==> src/rtl/cs_window_decoder.sv <==
// Programmable base/mask chip-select decoder for a 6502 bus, with fixed-priority
// active-low selects, optional PHI2 qualification and a per-window RDY wait-state generator.
module cs_window_decoder #(
    parameter int                ADDR_BITS = 5,
    parameter int                NUM_CS    = 4,
    parameter int                WS_BITS   = 2,
    parameter logic [NUM_CS-1:0] PHI2_QUAL = 4'b0001
) (
    input  logic                 clk,
    input  logic                 rst_n,
    input  logic                 phi2,
    input  logic [ADDR_BITS-1:0] addr_hi,
    input  logic                 cfg_we,
    input  logic [2:0]           cfg_ch,
    input  logic [1:0]           cfg_field,
    input  logic [ADDR_BITS-1:0] cfg_data,
    output logic [NUM_CS-1:0]    cs_n,
    output logic                 rdy,
    output logic                 busy
);

    // state  | meaning
    // S_IDLE | decoding freely, waiting for a PHI2 rise on a window with wait states
    // S_WAIT | RDY held low, counting down the winning window's wait states
    // S_HOLD | RDY released, waiting for PHI2 low so one phase cannot retrigger
    typedef enum logic [1:0] {
        S_IDLE = 2'd0,
        S_WAIT = 2'd1,
        S_HOLD = 2'd2
    } state_t;

    state_t               r_state;
    state_t               w_state_nxt;
    logic [WS_BITS-1:0]   r_cnt;
    logic [WS_BITS-1:0]   w_cnt_nxt;
    logic                 r_phi2_q;
    logic [NUM_CS-1:0]    r_cs_n;

    logic [ADDR_BITS-1:0] r_base [NUM_CS];
    logic [ADDR_BITS-1:0] r_mask [NUM_CS];
    logic [WS_BITS-1:0]   r_ws   [NUM_CS];
    logic [NUM_CS-1:0]    r_en;

    logic [NUM_CS-1:0]    w_match;
    logic [NUM_CS-1:0]    w_win_oh;
    logic                 w_hit;
    logic                 w_win_qual;
    logic [WS_BITS-1:0]   w_win_ws;
    logic [NUM_CS-1:0]    w_cs_n_nxt;
    logic                 w_rise;

    always_ff @(posedge clk) begin
        if (!rst_n) begin
            for (int i = 0; i < NUM_CS; i++) begin
                r_base[i] <= '0;
                r_mask[i] <= '0;
                r_ws[i]   <= '0;
            end
            r_en <= '0;
        end else if (cfg_we) begin
            // out-of-range channels simply never compare equal
            for (int i = 0; i < NUM_CS; i++) begin
                if (cfg_ch == 3'(i)) begin
                    case (cfg_field)
                        2'd0: r_base[i] <= cfg_data;
                        2'd1: r_mask[i] <= cfg_data;
                        2'd2: begin
                            r_ws[i] <= cfg_data[WS_BITS-1:0];
                            r_en[i] <= cfg_data[ADDR_BITS-1];
                        end
                        default: ;
                    endcase
                end
            end
        end
    end

    always_comb begin
        w_match    = '0;
        w_hit      = 1'b0;
        w_win_qual = 1'b0;
        w_win_ws   = '0;
        w_win_oh   = '0;
        for (int i = 0; i < NUM_CS; i++) begin
            w_match[i] = r_en[i] && (((addr_hi ^ r_base[i]) & r_mask[i]) == '0);
        end
        // descending scan so the lowest matching index is the last one written
        for (int i = NUM_CS - 1; i >= 0; i--) begin
            if (w_match[i]) begin
                w_hit       = 1'b1;
                w_win_qual  = PHI2_QUAL[i];
                w_win_ws    = r_ws[i];
                w_win_oh    = '0;
                w_win_oh[i] = 1'b1;
            end
        end
        w_cs_n_nxt = '1;
        if (w_hit && (!w_win_qual || phi2)) begin
            w_cs_n_nxt = ~w_win_oh;
        end
    end

    assign w_rise = phi2 & ~r_phi2_q;

    always_comb begin
        w_state_nxt = r_state;
        w_cnt_nxt   = r_cnt;
        case (r_state)
            S_IDLE: begin
                if (w_rise && w_hit && (w_win_ws != '0)) begin
                    w_state_nxt = S_WAIT;
                    w_cnt_nxt   = w_win_ws;
                end
            end
            S_WAIT: begin
                if (r_cnt == WS_BITS'(1)) begin
                    w_state_nxt = S_HOLD;
                end else begin
                    w_cnt_nxt = r_cnt - WS_BITS'(1);
                end
            end
            S_HOLD: begin
                if (!phi2) begin
                    w_state_nxt = S_IDLE;
                end
            end
            default: w_state_nxt = S_IDLE;
        endcase
    end

    always_ff @(posedge clk) begin
        if (!rst_n) begin
            r_state  <= S_IDLE;
            r_cnt    <= '0;
            r_phi2_q <= 1'b0;
            r_cs_n   <= '1;
        end else begin
            r_state  <= w_state_nxt;
            r_cnt    <= w_cnt_nxt;
            r_phi2_q <= phi2;
            // selects stay frozen for the whole stall so the bus may move underneath
            if (r_state == S_IDLE) begin
                r_cs_n <= w_cs_n_nxt;
            end
        end
    end

    assign cs_n = r_cs_n;
    assign rdy  = (r_state != S_WAIT);
    assign busy = (r_state != S_IDLE);

endmodule

==> config.mk <==
export PLATFORM = sky130hd
export DESIGN_NAME = cs_window_decoder
export DESIGN_NICKNAME = d
export VERILOG_FILES = /design/src/rtl/cs_window_decoder.sv
export SDC_FILE = /design/constraint.sdc
export NUM_CORES = 1
export LEC_CHECK = 0
export ABC_AREA = 1
export CAP_MARGIN = 20
export CORE_MARGIN = 2
export CORE_UTILIZATION = 32
export CTS_CLUSTER_SIZE = 8
export DETAILED_ROUTE_END_ITERATION = 10
export HOLD_SLACK_MARGIN = 0.06
export SYNTH_ARGS = -nofsm -noshare
export SYNTH_HDL_FRONTEND = slang
export SYNTH_SLANG_ARGS = --single-unit
==> constraint.sdc <==
create_clock -name clk -period 4.75 [get_ports clk]
set_clock_uncertainty 0.1 [all_clocks]
set_input_delay 0.95 -clock clk [delete_from_list [all_inputs] [get_ports clk]]
set_output_delay 0.95 -clock clk [all_outputs]
set_load 0.05 [all_outputs]
Word-level counts from Yosys, hierarchy flattened. Memory sizes are Yosys's and may differ from the RTL's. Cells that the tools add are included.

Memory bits (writable): 48. Memories kept: 3. Input port bits: 19. Output and inout bits: 6. Bits in registers: 13. Word-level logic and storage cells: 158.

Memory list: r_base (words 4, width 5, read ports 4, clocked after memory_dff 0, wr ports 4, RTL line 39) `logic [ADDR_BITS-1:0] r_base [NUM_CS];`; r_mask (words 4, width 5, read ports 4, clocked after memory_dff 0, wr ports 4, RTL line 40) `logic [ADDR_BITS-1:0] r_mask [NUM_CS];`; r_ws (words 4, width 2, read ports 4, clocked after memory_dff 0, wr ports 4, RTL line 41) `logic [WS_BITS-1:0] r_ws [NUM_CS];`.

Add/sub/neg operators: 1. Equal/unequal tests: 13. Mux-type cells: 85. Reduce and logical (&&, ||, !) cells: 25. Bitwise gates (word level): 23.

Operator list (number): $mux W1 (57); $mux W5 (8); $mux W2 (13); $and A5 B5 Y5 (4); $logic_not A5 Y1 (4); $mux W4 (5); $xor A5 B5 Y5 (4); $reduce_and A3 Y1 (6); $or A1 B1 Y1 (12); $ne A2 B2 Y1 const B (4); $logic_and A1 B1 Y1 (7); $eq A2 B1 Y1 const B (3); $eq A3 B2 Y1 const B (2); $pmux W2 S3 (1); $reduce_bool A2 Y1 (3); $eq A2 B2 Y1 const B (2); $logic_not A2 Y1 (2); $not A4 Y4 (1); $pmux W2 S2 (1); $eq A3 B1 Y1 const B (1); $logic_not A3 Y1 (1); $ne A2 B1 Y1 const B (1); $sub A2 B1 Y2 const B (1); $and A1 B1 Y1 (1); 3 further kinds (3).

Logic depth before layout (Yosys ltp).
Depth in word-level cells: 12. Mapped depth: 17. Gate-level depth less buffers: 17.

Least setup slack after synthesis. Ideal clock, no wire load.

Kind: input to register. Start: in cfg_field[0]. End: mem r_mask[1][0] (enable). Stages on the path: 6. Setup time: 374 ps. Setup slack: 2437 ps. Path buffers: 0. Required time: 4276 ps. Data arrival time: 1839 ps. Path through: inv_1 -> nor2_1 -> inv_1 -> nor2_1 -> inv_1 -> o21ai_0.

RTL lines: start, declared (RTL line 15) `input logic [1:0] cfg_field,`; end, declared (RTL line 40).

Final worst setup path.
Start: reg r_state[1]. End: out busy.

Word-level cells in the longest chain between the ends: 1.

RTL lines: start, declared (RTL line 32) `state_t r_state;`; start signal, assigned (RTL line 138) `r_state <= w_state_nxt;`; $reduce_bool A2 Y1 (RTL line 150) `assign busy = (r_state != S_IDLE);`; end, declared (RTL line 19) `output logic busy`.

No other way between the ends.

==> flow_summary.yaml <==
clocking:
  postCtsResizedCells: 0
  cts-buffers-inserted: 9
  cts-hold-fix-buffers: 0
  htree_levels: 3
  cts_tree: "yes"
  clk_latency_ns: 0.33
  cts_setup_buffers: 0
  clock_path_buffers: 2
  clock_sinks: 61
  clk_pin_slew_ns: 0.06
  cts_root_buf: "clkbuf_8"
sta:
  slew_viol_final: 0
  finalCritPeriodShare: 0.623
  fmax_mhz: 338
  rsz0062_at_grt: "no"
  tns_ns: 0
  finalHoldViolations: 0
  setup_viol: 0
  timing.slew.headroom: 0.349
  worst_pin_slew_ns: 0.973
  fin_crit_ns: 2.96
route:
  avgRoutedWirePerCell_um: 11.9
  final_antenna_net_count: 0
  drc: 0
  vias_per_cell: 4.49
  drtPass1Iterations: 5
  routed_wirelength_um: 6310
  vias: 2383
  drt_iter0_drc: 120
layout:
  seq_area_mm2: 0.00170
  multi_input_area_mm2: 0.00109
  fillCellCount: 958
  layout.cells.non_filler: 531
  syn2layout_area_growth_pct: 16.8
  nets: 418
  final_layout_size_suffix_gt1_frac: 0.0622
  diodes: 0
power_and_ir_drop:
  power.total_w: 0.00113
  p_leak_nw: 1.48
  ir_drop_uv: 148
  power.density_mw_per_mm2: 316
worst_setup_path:
  worst_ep_arrival_time_ns: 1.91
  path_max_fanout: 7
  path_cells: "nor2_1 > inv_1 > clkdlybuf4s50_1"
  reg2reg_depth: 14
  cp-end-kind: "primary output"
  crit_type: "reg -> out"
  critical_path.slowest_cell: "clkdlybuf4s50_1"
  crit_path_max_incr_delay_ns: 0.73
  crit_required_ns: 3.70
  critPathLaunchType: "register"
synth:
  synth-seq-area-share: 0.557
  async_flop_share: 0
  yosysWarnings: 0
  yosys_register_bits: 61
  synthFlopType: "edfxtp_1"
  syn_inst: 372
  avgSynthCellArea_um2: 8.21
  synth_nets: 392
  synth-edff-count: 48
  ys_top_cells_by_area: "edfxtp_1 (47%), nor2_1 (11%), nand2_1 (10%)"
  yosys.area.top_type: "edfxtp_1"
  synth_cell_types: 25
  yosys.cell_count.top_type: "nor2_1"
  syn_area_mm2: 0.00306
  synth_common_cells: "nor2_1 (89), nand2_1 (85), inv_1 (49)"
  yosysTopAreaCellShare: 0.472
global_route:
  track_usage: 0.137
  grt_pass1_wl_um: 10700
  antenna_found_initial: 0
  grt_max_degree: 30
  grt_pass1_vias: 2300
  grt.overflow.total: 0
floorplan:
  pin_count: 25
  fp.coreArea_mm2: 0.00924
  dieArea_mm2: 0.0103
  rows: 35
  start_util: 0.331
  die_w_um: 102
  fp.dieH_um: 102
placed_design:
  place_inst: 516
  dp_hpwl_um: 4830
  place_congestion: 0.754
  port-buffer-count: 24
status:
  outcome: "finished clean"
run:
  drv_cap: 0
hold_path:
  hold_depth: 2
  hold_path.class: "reg -> reg"
[cell type report]
class | count | share of cell area
inverter | 52 | 0.0547
clock buffer | 10 | 0.0358
timing repair buffer | 24 | 0.0673
sequential | 61 | 0.477
clock inverter | 5 | 0.0147
tap | 129 | 0.0452
multi-input combinational | 250 | 0.306
[state kept, by name (all words and copies together), names as in the netlist]
name and flops:
cs_n 4, r_en 4, r_mask 20, r_ws 8
r_state 2, r_base 20, r_phi2_q 1, r_cnt 2
[through the flow]
stage | setup slack, ns | hold WS [ns] | instance area [um^2] | utilization
5_1_grt | 1.63 | 0.408 | 3570 | 0.386
4_1_cts | 1.76 | 0.373 | 3570 | 0.386
3_3_place_gp | 1.57 | 0.359 | 3390 | 0.367
3_5_place_dp | 1.53 | 0.357 | 3390 | 0.367
2_1_floorplan | 2.44 | 0.348 | 3060 | -
6_report | 1.79 | 0.368 | 3570 | 0.386
[report_power, final]
part / internal [W] / switching (W)
registers: 0.000599 / 0.00000931
clock network: 0.000237 / 0.000191
logic: 0.0000313 / 0.0000597
[cells in the final DEF, fill, tap and decap left out, types with 2 or more instances in the layout]
master,instances
nand3_1,33
o21ai_0,12
nor2_2,3
edfxtp_1,48
clkbuf_8,9
inv_1,49
inv_2,3
nand3_2,2
nor2_1,89
or2_1,2
nand2_2,2
nand2_1,85
nor3_1,5
a21oi_1,7
clkinv_2,2
clkdlybuf4s50_1,24
o22ai_1,3
dfxtp_1,13
[critical path, delay by kind of cell, from the launching register on]
| family | cells | cell delay, ns |
|---|---|---|
| buf+inv | 2 | 0.89 |
| simple gates | 1 | 0.36 |
| flops | 1 | 0.33 |
[cell families (layout without fill, tap and decap cells)]
group                    count (synthesis)  after routing  synth area share
flip-flops                              61             61             0.557
AO/OA/AOI/OAI                           25             25            0.0442
adder cells (fa/ha/maj)                  1              1           0.00409
AND/OR/NAND/NOR                        224            224             0.309
buffers and inverters                   61             91            0.0860
[worst paths after layout]
kind | to | slack [ns] | startpoint
setup reg to reg | r_cnt[0] | 2.90 | r_base[2][3]
setup / recovery | busy | 1.79 | r_state[1]
hold reg to reg | cs_n[1] | 0.37 | cs_n[1]
hold / removal | cs_n[1] | 0.37 | cs_n[1]
[per-layer routing]
| metal | share of wire | global-route usage |
|---|---|---|
| met5 | 0 | 0 |
| met4 | 0.017 | 0.0582 |
| met1 | 0.46 | 0.180 |
| met2 | 0.47 | 0.218 |
| met3 | 0.050 | 0.0290 |
No activity file was read; power rests on OpenSTA's default activity.
==> patch: new RTL, same flow settings <==
The 3 states of `state_t` get a one-hot encoding in 3 bits.
--- a/src/rtl/cs_window_decoder.sv
+++ b/src/rtl/cs_window_decoder.sv
@@ -25,6 +25,6 @@
     // S_HOLD | RDY released, waiting for PHI2 low so one phase cannot retrigger
-    typedef enum logic [1:0] {
-        S_IDLE = 2'd0,
-        S_WAIT = 2'd1,
-        S_HOLD = 2'd2
+    typedef enum logic [2:0] {
+        S_IDLE = 3'b001,
+        S_WAIT = 3'b010,
+        S_HOLD = 3'b100
     } state_t;
Behaviour: same outputs for any inputs over 4 cycles, from zero or initial values and one cycle with rst_n low; so few cycles prove little.
==> patch against the unedited design <==
- register-to-register slack better by 80 ps
- worst setup slack got worse by 120 ps
- design area rose by 1.4%
- count of clock-buffer cells in the layout grew 1
- area after synthesis is 1.1% higher
- sequential power is 3% higher
- sequential cell count increased by 1
- via count down 1.6%
- non-clock buffer count up 1
- routed wire length up 4.8%
- power is 6.5% higher
- largest cell class unchanged
- largest power group unchanged
==> patch: results (changes against the unedited design) <==
* Power Clock at 438 µW (was 427 µW)
* Largest net degree at the start of global routing at 22 (was 30)
* Layout net count at 409 (was 418)
* DRT Pass-1 Iters at 4 (was 5)
* Drt via density at 4.486 (was 4.488)
* H-tree levels at 3 (unchanged)
* First-pass GRT wire length at 10.94 mm (was 10.70 mm)
* Routed WL at 6.613 mm (was 6.309 mm)
* HPWL after DPL at 4.950 mm (was 4.827 mm)
* Placed cell areas at 0.003440 mm² (was 0.003390 mm²)
* Crit-path max FO at 4 (was 7)
* Pwr/cell area at 331.2 mW/mm² (was 315.6 mW/mm²)
* Antenna Cells at 0 (unchanged)
* Static leakage at 1.467 nW (was 1.480 nW)
* RD Place Congestion at 0.7971 (was 0.7536)
* Post-synth cell types at 31 (was 25)
* Initial antenna violation count at 0 (unchanged)
* Max stage delay cell, worst path: clkdlybuf4s50_1 (unchanged)
* WP data arrival at 2030 ps (was 1910 ps)
* Logic pwr share at 0.113 (was 0.081)
* CP max stage delay at 730 ps (about the same)
* Most instantiated cells after synthesis: nor2_1, nand2_1, edfxtp_1 (was nor2_1, nand2_1, inv_1)
* Status: completed (unchanged)
* Setup TNS Final at 0 ps (unchanged)
* PostCTS Resize Cnt at 0 (unchanged)
* Syn_nets at 382 (was 392)
* Layout cell share with drive strength beyond 1 at 0.1066 (was 0.06219)
* Clock Root Buffer: clkbuf_8 (unchanged)
* VDD IR max at 179.8 µV (was 148.3 µV)
* Port Buffers at 24 (unchanged)
* P_int at 897.5 µW (was 867.0 µW)
* Hold path depth at 2 (unchanged)
* CP top delay family: buffers and inverters (unchanged)
* Post-route insts no fill at 523 (was 531)
* Worst slew margin relative to its limit at 0.4487 (was 0.3490)
* Post-synth EDFFs at 48 (unchanged)
* Clk Latency, worst-skew pair at 340 ps
* R2R cell count at 13 (was 14)
* Vias in the first global route at 2,312 (was 2,300)
* Ys async rst share at 0 (unchanged)
* Reg clk slew, reported paths at 70 ps
* Syn avg cell area at 8.530 µm² (was 8.214 µm²)
* Dominant synthesized flop cell: edfxtp_1 (unchanged)
* Hold Crit Class: flip-flop to flip-flop (unchanged)
* First DRT Iteration DRCs at 126 (was 120)
* Fill count at 953 (was 958)
* Cell Area, Synth at 0.003088 mm² (was 0.003055 mm²)
* Pre-CTS WS at 1516 ps (was 1533 ps)
* Sequential fraction of the synthesis area at 0.5575 (was 0.5569)
* Placed Instances at 507 (was 516)
* CTS max path bufs at 2 (unchanged)
* Cts bufs inserted at 9 (unchanged)
* Synth top area cells: edfxtp_1, nor2_1, dfxtp_1, nand2_1, inv_1 (was edfxtp_1, nor2_1, nand2_1, dfxtp_1, inv_1)
* Gr usage total at 0.1420 (was 0.1368)
## patch: cell types whose count changed after synthesis, sizes merged, moves of 2 or more
cell,before,now
nor3,5,7
a21oi,7,5
nor2,92,84
nand2,87,81
## patch: worst paths after layout
check	start	to	slack, ps
setup reg to reg	r_base[3][0]	r_cnt[1]	2980
setup / recovery	r_state[1]	rdy	1670
hold / removal	r_en[3]	r_en[3]	380
hold reg to reg	r_en[3]	r_en[3]	380
## patch: area by class of cell
type | instances | area, µm² | area share
multi-input cells | 239 | 1112 | 0.3072
inverters | 52 | 196.4 | 0.05425
well taps | 129 | 161.4 | 0.04458
clock buffers | 11 | 131.4 | 0.03628
flip-flops and latches | 62 | 1722 | 0.4755
clock inverters | 5 | 50.05 | 0.01382
repair buffers | 25 | 247.7 | 0.06842
## patch: metal layers
| metal | vias up | routed length (µm) | global-route usage |
|---|---|---|---|
| met5 | - | 0 | 0 |
| met4 | 0 | 190 | 0.06974 |
| met3 | 13 | 175 | 0.03146 |
| met2 | 37 | 3129 | 0.2379 |
| met1 | 1080 | 3117 | 0.1732 |
| li1 | 1216 | - | - |
## patch: worst reg2reg max path, cell delays in order (launching register included)
cell,delay [ps]
edfxtp_1,380
or2_1,210
nand3_1,60
nand2_1,120
nor2_2,170
nand3_1,110
nand3_2,90
nand2_2,50
nand3_2,60
nand2_2,60
nand2_4,80
nand3_1,70
nand2_1,60
nor2_1,50
## patch: cell families (layout without fill, tap and decap cells)
family	count (synthesis)	after routing	share of synthesized area
buffers and inverters	61	93	0.08225
and+or+nand+nor	214	214	0.3116
AOI/OAI and AO/OA	23	23	0.04133
adders and majority gates	1	1	0.004051
DFF	62	62	0.5575
muxes	1	1	0.003242
